## src/rtl/wieg_pkg.sv

```systemverilog
// Shared types and constants for the Wiegand-26 frame FIFO.
// Optional feature macro used by this slice: WIEG_PARITY_DROP_EN.
package wieg_pkg;

    localparam int WIEG_BITS = 26;
    localparam int CARD_W    = 24;

    // One queued entry: parity-error flag plus the 24-bit card number.
    typedef struct packed {
        logic              perr;
        logic [CARD_W-1:0] card;
    } wieg_entry_t;

    // Byte selects for the DSP read port.
    typedef enum logic [1:0] {
        SEL_B0   = 2'd0,
        SEL_B1   = 2'd1,
        SEL_B2   = 2'd2,
        SEL_STAT = 2'd3
    } rd_sel_e;

    // Bit positions inside the status byte.
    localparam int ST_OVF   = 7;
    localparam int ST_STALE = 6;
    localparam int ST_PERR  = 5;
    localparam int ST_PCNT  = 4;

    // Leading bit gives even parity over [25:13], trailing bit odd parity over [12:0].
    function automatic logic frame_perr(input logic [WIEG_BITS-1:0] f);
        logic pe_even;
        logic pe_odd;
        pe_even = ^f[25:13];
        pe_odd  = ^f[12:0];
        return pe_even | ~pe_odd;
    endfunction

endpackage

```

## src/rtl/wieg_fifo_mem.sv

```systemverilog
// Frame storage for wieg_frame_fifo: DEPTH x 25-bit register array with one
// write port and one asynchronous read port. Storage is deliberately not reset;
// validity is tracked by the pointers and level in the parent.
module wieg_fifo_mem
    import wieg_pkg::*;
#(
    parameter int DEPTH = 4,
    parameter int PTR_W = 2
) (
    input  logic             clk,
    input  logic             we,
    input  logic [PTR_W-1:0] waddr,
    input  wieg_entry_t      wdata,
    input  logic [PTR_W-1:0] raddr,
    output wieg_entry_t      rdata
);

    wieg_entry_t mem_q [DEPTH];

    // Write the incoming entry into the addressed slot.
    always_ff @(posedge clk) begin
        if (we) begin
            mem_q[waddr] <= wdata;
        end
    end

    assign rdata = mem_q[raddr];

endmodule

```

## src/rtl/wieg_frame_fifo.sv

```systemverilog
// Wiegand-26 frame FIFO: parity-checks each decoded frame, queues the card
// number with its error flag, and presents the head byte-wide to the DSP with
// an active-low pending interrupt, a sticky overflow flag and a stale timeout.
// Optional feature macro: WIEG_PARITY_DROP_EN (drop bad-parity frames and
// count them instead of queuing them).
module wieg_frame_fifo
    import wieg_pkg::*;
#(
    parameter int DEPTH       = 4,
    parameter int PTR_W       = 2,
    parameter int TIMEOUT_CYC = 50000
) (
    input  logic                 clk,
    input  logic                 nReset,
    input  logic [WIEG_BITS-1:0] frame_in,
    input  logic                 frame_vld,
    input  logic [1:0]           rd_sel,
    input  logic                 pop,
    input  logic                 clr,
    output logic [7:0]           rd_data,
    output logic [PTR_W:0]       level,
    output logic                 nIrq
);

    localparam int             CNT_W    = $clog2(TIMEOUT_CYC + 1);
    localparam logic [CNT_W-1:0] TO_MAX = CNT_W'(TIMEOUT_CYC);
    localparam logic [PTR_W:0] LVL_FULL = (PTR_W + 1)'(DEPTH);
    localparam logic [PTR_W:0] LVL_ONE  = (PTR_W + 1)'(1);
    localparam logic [PTR_W:0] LVL_ZERO = (PTR_W + 1)'(0);

    // State flops
    logic [PTR_W-1:0] wr_ptr_q, wr_ptr_d;
    logic [PTR_W-1:0] rd_ptr_q, rd_ptr_d;
    logic [PTR_W:0]   level_q, level_d;
    logic             ovf_q, ovf_d;
    logic             stale_q, stale_d;
    logic [CNT_W-1:0] cnt_q, cnt_d;
    logic             nirq_q, nirq_d;
    logic [7:0]       rd_data_q, rd_data_d;
`ifdef WIEG_PARITY_DROP_EN
    logic [7:0]       perr_cnt_q, perr_cnt_d;
    logic             perr_drop_s;
`endif

    // Combinational helpers
    logic        perr_s;
    wieg_entry_t entry_s;
    wieg_entry_t head_s;
    logic        empty_s;
    logic        full_s;
    logic        frame_ok_s;
    logic        push_ok_s;
    logic        pop_ok_s;
    logic        ovf_set_s;
    logic        stale_set_s;
    logic [7:0]  status_s;
    logic [7:0]  level_ext_s;
    rd_sel_e     sel_s;

    assign perr_s       = frame_perr(frame_in);
    assign entry_s.perr = perr_s;
    assign entry_s.card = frame_in[CARD_W:1];
    assign empty_s      = (level_q == LVL_ZERO);
    assign full_s       = (level_q == LVL_FULL);
    assign sel_s        = rd_sel_e'(rd_sel);
    assign level_ext_s  = 8'(level_q);

`ifdef WIEG_PARITY_DROP_EN
    assign frame_ok_s   = frame_vld & ~perr_s;
    assign perr_drop_s  = frame_vld & perr_s;
`else
    assign frame_ok_s   = frame_vld;
`endif

    // A pop on a full FIFO frees the slot the same-cycle push uses.
    assign pop_ok_s    = pop & ~empty_s;
    assign push_ok_s   = frame_ok_s & (~full_s | pop_ok_s);
    assign ovf_set_s   = frame_ok_s & full_s & ~pop_ok_s;
    assign stale_set_s = ~empty_s & ~pop & (cnt_q == (TO_MAX - CNT_W'(1)));

    wieg_fifo_mem #(
        .DEPTH (DEPTH),
        .PTR_W (PTR_W)
    ) u_mem (
        .clk   (clk),
        .we    (push_ok_s),
        .waddr (wr_ptr_q),
        .wdata (entry_s),
        .raddr (rd_ptr_q),
        .rdata (head_s)
    );

    // Next-state for pointers, level, sticky flags, timeout and interrupt.
    always_comb begin
        wr_ptr_d = wr_ptr_q;
        rd_ptr_d = rd_ptr_q;
        level_d  = level_q;
        cnt_d    = cnt_q;

        if (push_ok_s) begin
            wr_ptr_d = wr_ptr_q + PTR_W'(1);
        end else begin
            wr_ptr_d = wr_ptr_q;
        end

        if (pop_ok_s) begin
            rd_ptr_d = rd_ptr_q + PTR_W'(1);
        end else begin
            rd_ptr_d = rd_ptr_q;
        end

        case ({push_ok_s, pop_ok_s})
            2'b10:   level_d = level_q + LVL_ONE;
            2'b01:   level_d = level_q - LVL_ONE;
            default: level_d = level_q;
        endcase

        // Set wins over a coinciding clear for both sticky flags.
        ovf_d   = ovf_set_s   | (ovf_q   & ~clr);
        stale_d = stale_set_s | (stale_q & ~clr);

        if (empty_s || pop) begin
            cnt_d = {CNT_W{1'b0}};
        end else if (cnt_q != TO_MAX) begin
            cnt_d = cnt_q + CNT_W'(1);
        end else begin
            cnt_d = cnt_q;
        end

        nirq_d = (level_d == LVL_ZERO);
    end

`ifdef WIEG_PARITY_DROP_EN
    // Saturating bad-parity counter; a drop in the clr cycle is still counted.
    always_comb begin
        perr_cnt_d = perr_cnt_q;
        if (clr) begin
            perr_cnt_d = perr_drop_s ? 8'd1 : 8'd0;
        end else if (perr_drop_s && (perr_cnt_q != 8'hFF)) begin
            perr_cnt_d = perr_cnt_q + 8'd1;
        end else begin
            perr_cnt_d = perr_cnt_q;
        end
    end
`endif

    // Read mux: head bytes (zero when empty) or the status byte.
    always_comb begin
        status_s           = 8'h00;
        status_s[ST_OVF]   = ovf_q;
        status_s[ST_STALE] = stale_q;
        status_s[ST_PERR]  = ~empty_s & head_s.perr;
`ifdef WIEG_PARITY_DROP_EN
        status_s[ST_PCNT]  = (perr_cnt_q != 8'h00);
`else
        status_s[ST_PCNT]  = 1'b0;
`endif
        status_s[2:0]      = level_ext_s[2:0];

        rd_data_d = 8'h00;
        case (sel_s)
            SEL_B0:   rd_data_d = empty_s ? 8'h00 : head_s.card[7:0];
            SEL_B1:   rd_data_d = empty_s ? 8'h00 : head_s.card[15:8];
            SEL_B2:   rd_data_d = empty_s ? 8'h00 : head_s.card[23:16];
            SEL_STAT: rd_data_d = status_s;
            default:  rd_data_d = 8'h00;
        endcase
    end

    // Register all control state and outputs; reset discards every entry.
    always_ff @(posedge clk or negedge nReset) begin
        if (!nReset) begin
            wr_ptr_q   <= {PTR_W{1'b0}};
            rd_ptr_q   <= {PTR_W{1'b0}};
            level_q    <= LVL_ZERO;
            ovf_q      <= 1'b0;
            stale_q    <= 1'b0;
            cnt_q      <= {CNT_W{1'b0}};
            nirq_q     <= 1'b1;
            rd_data_q  <= 8'h00;
`ifdef WIEG_PARITY_DROP_EN
            perr_cnt_q <= 8'h00;
`endif
        end else begin
            wr_ptr_q   <= wr_ptr_d;
            rd_ptr_q   <= rd_ptr_d;
            level_q    <= level_d;
            ovf_q      <= ovf_d;
            stale_q    <= stale_d;
            cnt_q      <= cnt_d;
            nirq_q     <= nirq_d;
            rd_data_q  <= rd_data_d;
`ifdef WIEG_PARITY_DROP_EN
            perr_cnt_q <= perr_cnt_d;
`endif
        end
    end

    assign rd_data = rd_data_q;
    assign level   = level_q;
    assign nIrq    = nirq_q;

endmodule

```

## config.mk

```make
export PLATFORM = sky130hd
export DESIGN_NAME = wieg_frame_fifo
export DESIGN_NICKNAME = d
export VERILOG_FILES = /design/src/rtl/wieg_pkg.sv /design/src/rtl/wieg_fifo_mem.sv /design/src/rtl/wieg_frame_fifo.sv
export SDC_FILE = /design/constraint.sdc
export NUM_CORES = 1
export LEC_CHECK = 0
export ABC_AREA = 1
export CORE_ASPECT_RATIO = 2
export CORE_MARGIN = 5
export CORE_UTILIZATION = 53
export DETAILED_ROUTE_END_ITERATION = 10
export HOLD_SLACK_MARGIN = 0.12
export PLACE_DENSITY = 0.78
export SLEW_MARGIN = 40
export SYNTH_ARGS = -nofsm -noshare
export SYNTH_HDL_FRONTEND = slang
export SYNTH_SLANG_ARGS = --single-unit
```

## constraint.sdc

```tcl
create_clock -name clk -period 2.1 [get_ports clk]
set_clock_uncertainty 0.2 [all_clocks]
set_input_delay 0.42 -clock clk [delete_from_list [all_inputs] [get_ports clk]]
set_output_delay 0.42 -clock clk [all_outputs]
set_load 0.02 [all_outputs]
```

Yosys cells after proc, flatten, opt, wreduce, memory -nomap -nowiden
Memory sizes are Yosys's and may differ from the RTL's.
Cells that the tools add are included.
{ "op_classes": {"n_eq_ne": 8, "n_mul": 0, "shifts": 0, "bitwise_logic": 19, "n_reduce_logical": 7, "n_addsub": 5, "div_mod_pow": 0, "mux": 9, "magnitude_cmp": 0} }
{ "op_table": {"columns": ["op", "n"], "rows": [
  ["$mux 16", 2],
  ["$pmux 8 s4", 1],
  ["$reduce_xor 13->1", 2],
  ["$mux 8", 3],
  ["$add 16x1->16 const B", 1],
  ["$eq 16x16->1 const B", 1],
  ["$ne 16x16->1 const B", 1],
  ["$and 1x1->1", 9],
  ["$eq 2x2->1 const B", 3],
  ["$logic_not 3->1", 2],
  ["$not 1->1", 6],
  ["$pmux 3 s2", 1],
  ["$add 2x1->2 const B", 2],
  ["$eq 2x1->1 const B", 2],
  ["$or 1x1->1", 4],
  ["$add 3x1->3 const B", 1],
  ["$eq 3x3->1 const B", 1],
  ["$sub 3x1->3 const B", 1],
  ["$logic_not 2->1", 1],
  ["$mux 1", 2],
  ["$reduce_bool 2->1", 1],
  ["$logic_or 1x1->1", 1]
]} }
{ "totals": {"ff_bits": 34, "latchBits": 0, "in_bits": 33, "mem_count": 1, "word_cells": 57, "output_inout_bits": 12, "rom_bits": 0, "mem_bits_rw": 100} }
{ "memory_table": {"columns": ["memory", "words", "word_bits", "read_ports", "rd_ports_with_merged_regs", "wr", "line_no", "rtl"], "rows": [
  ["u_mem.mem_q", 4, 25, 1, 0, 1, "wieg_fifo_mem.sv:18", "wieg_entry_t mem_q [DEPTH];"]
]} }

Logic depth before layout (Yosys ltp)
Gate-level depths: netlist of the first run.
{ "logic_depth": {"ltp_word": 8, "depth_mapped": 10, "depth_no_buf": 10} }

Cells and area by module
Synthesis of the first run repeated with hierarchy kept, for this count alone.
{ "hier_totals": {"hier_cells": 786, "hier_area_um2": 6746.5} }
{ "modules_own_cells": {"columns": ["module", "cells_each", "area_per_inst_um2", "n_inst", "seq_area_each_um2"], "rows": [
  ["wieg_fifo_mem", 400, 4267.8, 1, 3002.9],
  ["wieg_frame_fifo", 386, 2478.6, 1, 852.1]
]} }

Worst setup path before layout of the first run
OpenSTA, ideal clock, no wires.
{ "synth_path": {"path_type": "register to register", "from": "register level_q[0], in the netlist level[0]", "to": "memory u_mem.mem_q[0][0] (netlist bit), enable pin", "setup_ns": 0.407, "setup_slack_ns": -0.391, "arrival_ns": 1.884, "synth_period_minus_slack_ns": 2.491, "path_stages_with_launch": 5, "path_cell_list": "dfrtp_1 > nor2_2 > nand3_1 > nand2_2 > nor2_1"} }
{ "synth_via": {"elab_chain_len": 7, "elab_cells_between_ends": 9, "cone_classes": "1 x eq/ne; 2 x mux; 5 x bitwise; 1 x reduce/logical"} }
{ "synth_lines": {"columns": ["element", "line_no", "rtl"], "rows": [
  ["start: declaration", "wieg_frame_fifo.sv:34", "logic [PTR_W:0] level_q, level_d;"],
  ["start signal: assignment", "wieg_frame_fifo.sv:187", "level_q <= level_d;"],
  ["$logic_not 3->1", "wieg_frame_fifo.sv:63", "assign empty_s = (level_q == LVL_ZERO);"],
  ["$not 1->1", "wieg_frame_fifo.sv:76", "assign pop_ok_s = pop & ~empty_s;"],
  ["$and 1x1->1", "wieg_frame_fifo.sv:76", null],
  ["$or 1x1->1 (*)", "wieg_frame_fifo.sv:77", "assign push_ok_s = frame_ok_s & (~full_s | pop_ok_s);"],
  ["$and 1x1->1 (*)", "wieg_frame_fifo.sv:77", null],
  ["$mux 1 (*)", "wieg_fifo_mem.sv:22", "if (we) begin"],
  ["$mux 1 (implied by the code) (*)", "wieg_fifo_mem.sv:23", "mem_q[waddr] <= wdata;"],
  ["end: declaration", "wieg_fifo_mem.sv:18", null]
]} }
Every way passes the cells marked *; elsewhere a longest branch is shown, timed or not.

Worst setup path in the final report of the first run
{ "layout_path": {"from": "register rd_data_q[2], in the netlist rd_data[2]", "to": "output port rd_data[2]"} }
{ "layout_rtl": {"columns": ["element", "line_no", "rtl"], "rows": [
  ["start: declaration", "wieg_frame_fifo.sv:39", "logic [7:0] rd_data_q, rd_data_d;"],
  ["start signal: assignment", "wieg_frame_fifo.sv:192", "rd_data_q <= rd_data_d;"],
  ["end: declaration", "wieg_frame_fifo.sv:20", "output logic [7:0] rd_data,"]
]} }
No word-level cell between the ends.

==> metrics.csv, run 1 <==
stage,metric,value,unit
cts,clock tree buffer depth,2,
placed_design,gp weighted congestion,0.994,
grt,pin count of the biggest net entering global routing,55,
setup_path,r2r worst-path depth,9,
floorplanning,chip width,87.3,um
sta,Final Hold Vio Count,0,
synthesis,syn avg cell area,9.31,um^2
synthesis,Yosys reg bits,134,
synthesis,synth warn,0,
placed_design,placed wire-length estimate,10.6,mm
worst_hold_path,Hold WC Path Type,primary input to async pin,
cts,sink count of the clock tree,134,
drt,Final ANT Viol Nets,0,
floorplanning,DIE HEIGHT,165,um
cells_and_area,layout cells sized above 1,12.6,%
grt,met1 Usage GRT,23.2,%
cts,post-CTS setup repair buffer count,0,
pwr,Leak,0.00345,uW
cts,TritonCTS clock tree,yes,
floorplanning,# IOs,45,
setup_path,RR Endpoint,nIrq$_DFF_PN1_,
sta,Rel. slew slack,78.8,%
pwr,clock power share,29.6,%
floorplanning,# rows,56,
status,status,finished clean,
pwr,Int Pwr,6190,uW
cts,hold_buf cts,0,
grt,first-pass GRT wire length,24.9,mm
setup_path,"Slowest-stage cell, CP",clkdlybuf4s50_1,
pwr,Flop pwr share,38.6,%
drt,Starting DRT DRC Count,491,
pwr,Switching Power,3270,uW
drt,drt total wl,15.5,mm
pwr,Total Power,9460,uW
cells_and_area,layout net count,813,
setup_path,CP Cell Sequence,clkdlybuf4s50_1,
cts,clk_lat worst skew,0.41,ns
synthesis,synth unique cells,35,
placed_design,Port Buffers,44,
sta,max-slew violations,0,
setup_path,critical path's largest stage delay,0.61,ns
sta,RSZ-0062 raised after global routing,no,
grt,GRT Util Overall,22.9,%
synthesis,Mapped Nets,721,
setup_path,critical path's top delay family,buffers and inverters,
grt,antenna violations before repair,0,
grt,met2 global-route usage,42.2,%
setup_path,Max Fanout on Critical Path,1,
setup_path,RR Startpoint,level[2]$_DFF_PN0_,
placed_design,pre-CTS setup slack,-0.184,ns
setup_path,crit path capture type,output port,
cts,CTS H-tree lvls,4,
sta,setup ws final,0.104,ns
pwr,Cell Pwr Density,1210,mW/mm^2
floorplanning,Starting Density,53.9,%
grt,met3 usage,4.74,%
sta,fmax,501,MHz
grt,GRT busiest layer,met2,
synthesis,synthesized area,0.00634,mm^2
setup_path,CP Data Required Time,1.48,ns
setup_path,Worst Path Buf+Inv,1,
pwr,maximum vdd drop,884,uV
drt,WL/cell,16.6,um
pwr,switching share of power,34.5,%
grt,GRT overflow,0,
synthesis,Gate Count Post-Synth,681,
drt,residual DRC count,0,
pwr,combinational cell fraction of total power,31.7,%
job,Max-Cap Viols,0,
synthesis,post-synthesis sequential area ratio,60.8,%
floorplanning,die area,0.0144,mm^2
cts,PostCTS Resize Cnt,3,
sta,fin crit share,95.1,%
setup_path,startpoint types,flip-flop,
setup_path,critical path startpoint,rd_data[2]$_DFF_PN0_,
setup_path,Reg2Reg Setup Slack,0.20,ns
drt,via/cell ratio,5.53,
floorplanning,core area,0.0118,mm^2
sta,Least-Margin Pin Slew,0.316,ns
cts,clock root cell,clkbuf_16,
sta,Final Critical Period,2.00,ns
cts,Clock Pin Slew Worst Setup and Hold Paths,0.05,ns
cells_and_area,antenna cell count,0,
cells_and_area,Layout area overhead,23.7,%
cts,Num CTS Buffers,17,
drt,TritonRoute pass-1 iters,5,
drt,vias after detailed routing,5147,
setup_path,critical path arrival,1.38,ns
grt,vias in the first global route,5248,
sta,Final setup viols,0,
setup_path,Setup Crit Path Kind,flip-flop to output port,
==> layer usage <==
layer	vias up	part of all wire (%)
li1	2429	-
met1	2456	34
met2	202	56
met3	60	5.0
met4	0	4.9
met5	-	0
==> power by group through the flow <==
stage               clock (uW)  sequential (uW)  combinational [uW]
finish                    2800             3650                3000
global route              2950             3690                3270
CTS                       2810             3650                3000
detailed placement           0             3690                2940
global placement             0             3660                2830
floorplan                    0             3780                1710
==> layout make-up <==
type                       count  area [um^2]
tap                          145          181
sequential                   134         3850
inverter                      76          285
timing repair buffer          91          867
multi-input combinational    453         2090
clock buffer                  18          429
fill                         870         3930
clock inverter                14          136
==> through the flow <==
step	cell area, um^2	utilization (%)	TNS (ns)	hold slack [ns]	instances
after floorplan	6340	-	-39.12	-0.0756	681
final	7840	66.6	0	0.179	931
after global placement	7280	61.8	-0.681	0.299	899
after CTS	7840	66.6	0	0.184	931
after detailed placement	7280	61.8	-2.01	0.312	899
after global routing	7840	66.6	0	0.190	931
==> layout by cell type, fill, tap and decap left out, drive strengths merged <==
cell type      instances
nand2                215
edfxtp               100
nor2                  82
inv                   76
o21ai                 53
nand3                 47
buf                   47
clkdlybuf4s50         40
dfrtp                 33
clkbuf                18
a21oi                 14
nand4                 11
clkinv                10
o22ai                  7
ha                     6
xor2                   4
nor3                   4
o211ai                 3
dlygate4sd2            3
bufinv                 2
clkinvlp               2
xnor2                  1
a31oi                  1
a211oi                 1
o21a                   1
nor3b                  1
o21bai                 1
fa                     1
dfstp                  1
dlymetal6s2s           1
==> how the worst max path moves through the flow <==
stage | endpoint | slack (ns) | cells after the start
6_report | rd_data[2] | 0.10 | 1
4_1_cts | level[1] | 0.003 | 1
3_3_place_gp | u_mem.mem_q[1][24]$_DFFE_PP_ | -0.12 | 10
5_1_grt | u_mem.mem_q[3][24]$_DFFE_PP_ | 0.009 | 10
3_5_place_dp | u_mem.mem_q[1][24]$_DFFE_PP_ | -0.18 | 10
2_1_floorplan | u_mem.mem_q[0][0]$_DFFE_PP_ | -0.39 | 4
==> logic make-up after synthesis <==
group | count (synthesis) | share of synthesized area [%]
and+or+nand+nor | 360 | 23.8
xor gates and xnor gates | 5 | 0.691
DFF | 134 | 60.8
AOI/OAI and AO/OA | 81 | 6.79
buffers and inverters | 94 | 6.41
adders and majority gates | 7 | 1.50
==> synthesized netlist by cell type, drive strengths merged <==
master / instances / area, um^2
nand2: 215 / 820
edfxtp: 100 / 3000
nor2: 82 / 328
inv: 76 / 285
o21ai: 53 / 265
nand3: 47 / 240
dfrtp: 33 / 826
buf: 15 / 109
a21oi: 14 / 70.1
nand4: 11 / 83.8
o22ai: 7 / 43.8
ha: 6 / 75.1
nor3: 4 / 31.3
xor2: 4 / 35.0
clkbuf: 3 / 12.5
o211ai: 3 / 22.5
a211oi: 1 / 7.51
a31oi: 1 / 6.26
dfstp: 1 / 26.3
fa: 1 / 20.0
nor3b: 1 / 7.51
o21a: 1 / 7.51
o21bai: 1 / 7.51
xnor2: 1 / 8.76
==> registers in the layout, indices dropped and copies added (netlist names) <==
signal       cells
cnt_q           16
level            3
nIrq             1
ovf_q            1
rd_data          8
rd_ptr_q         2
stale_q          1
u_mem.mem_q    100
wr_ptr_q         2
No activity file was read; power rests on OpenSTA's default activity.
==> run 2, diff against run 1 <==
GPL_ROUTABILITY_DRIVEN = 0   (was not set)
==> results of run 2 <==
The final DEF is identical to that of run 1; final timing and power are the same.
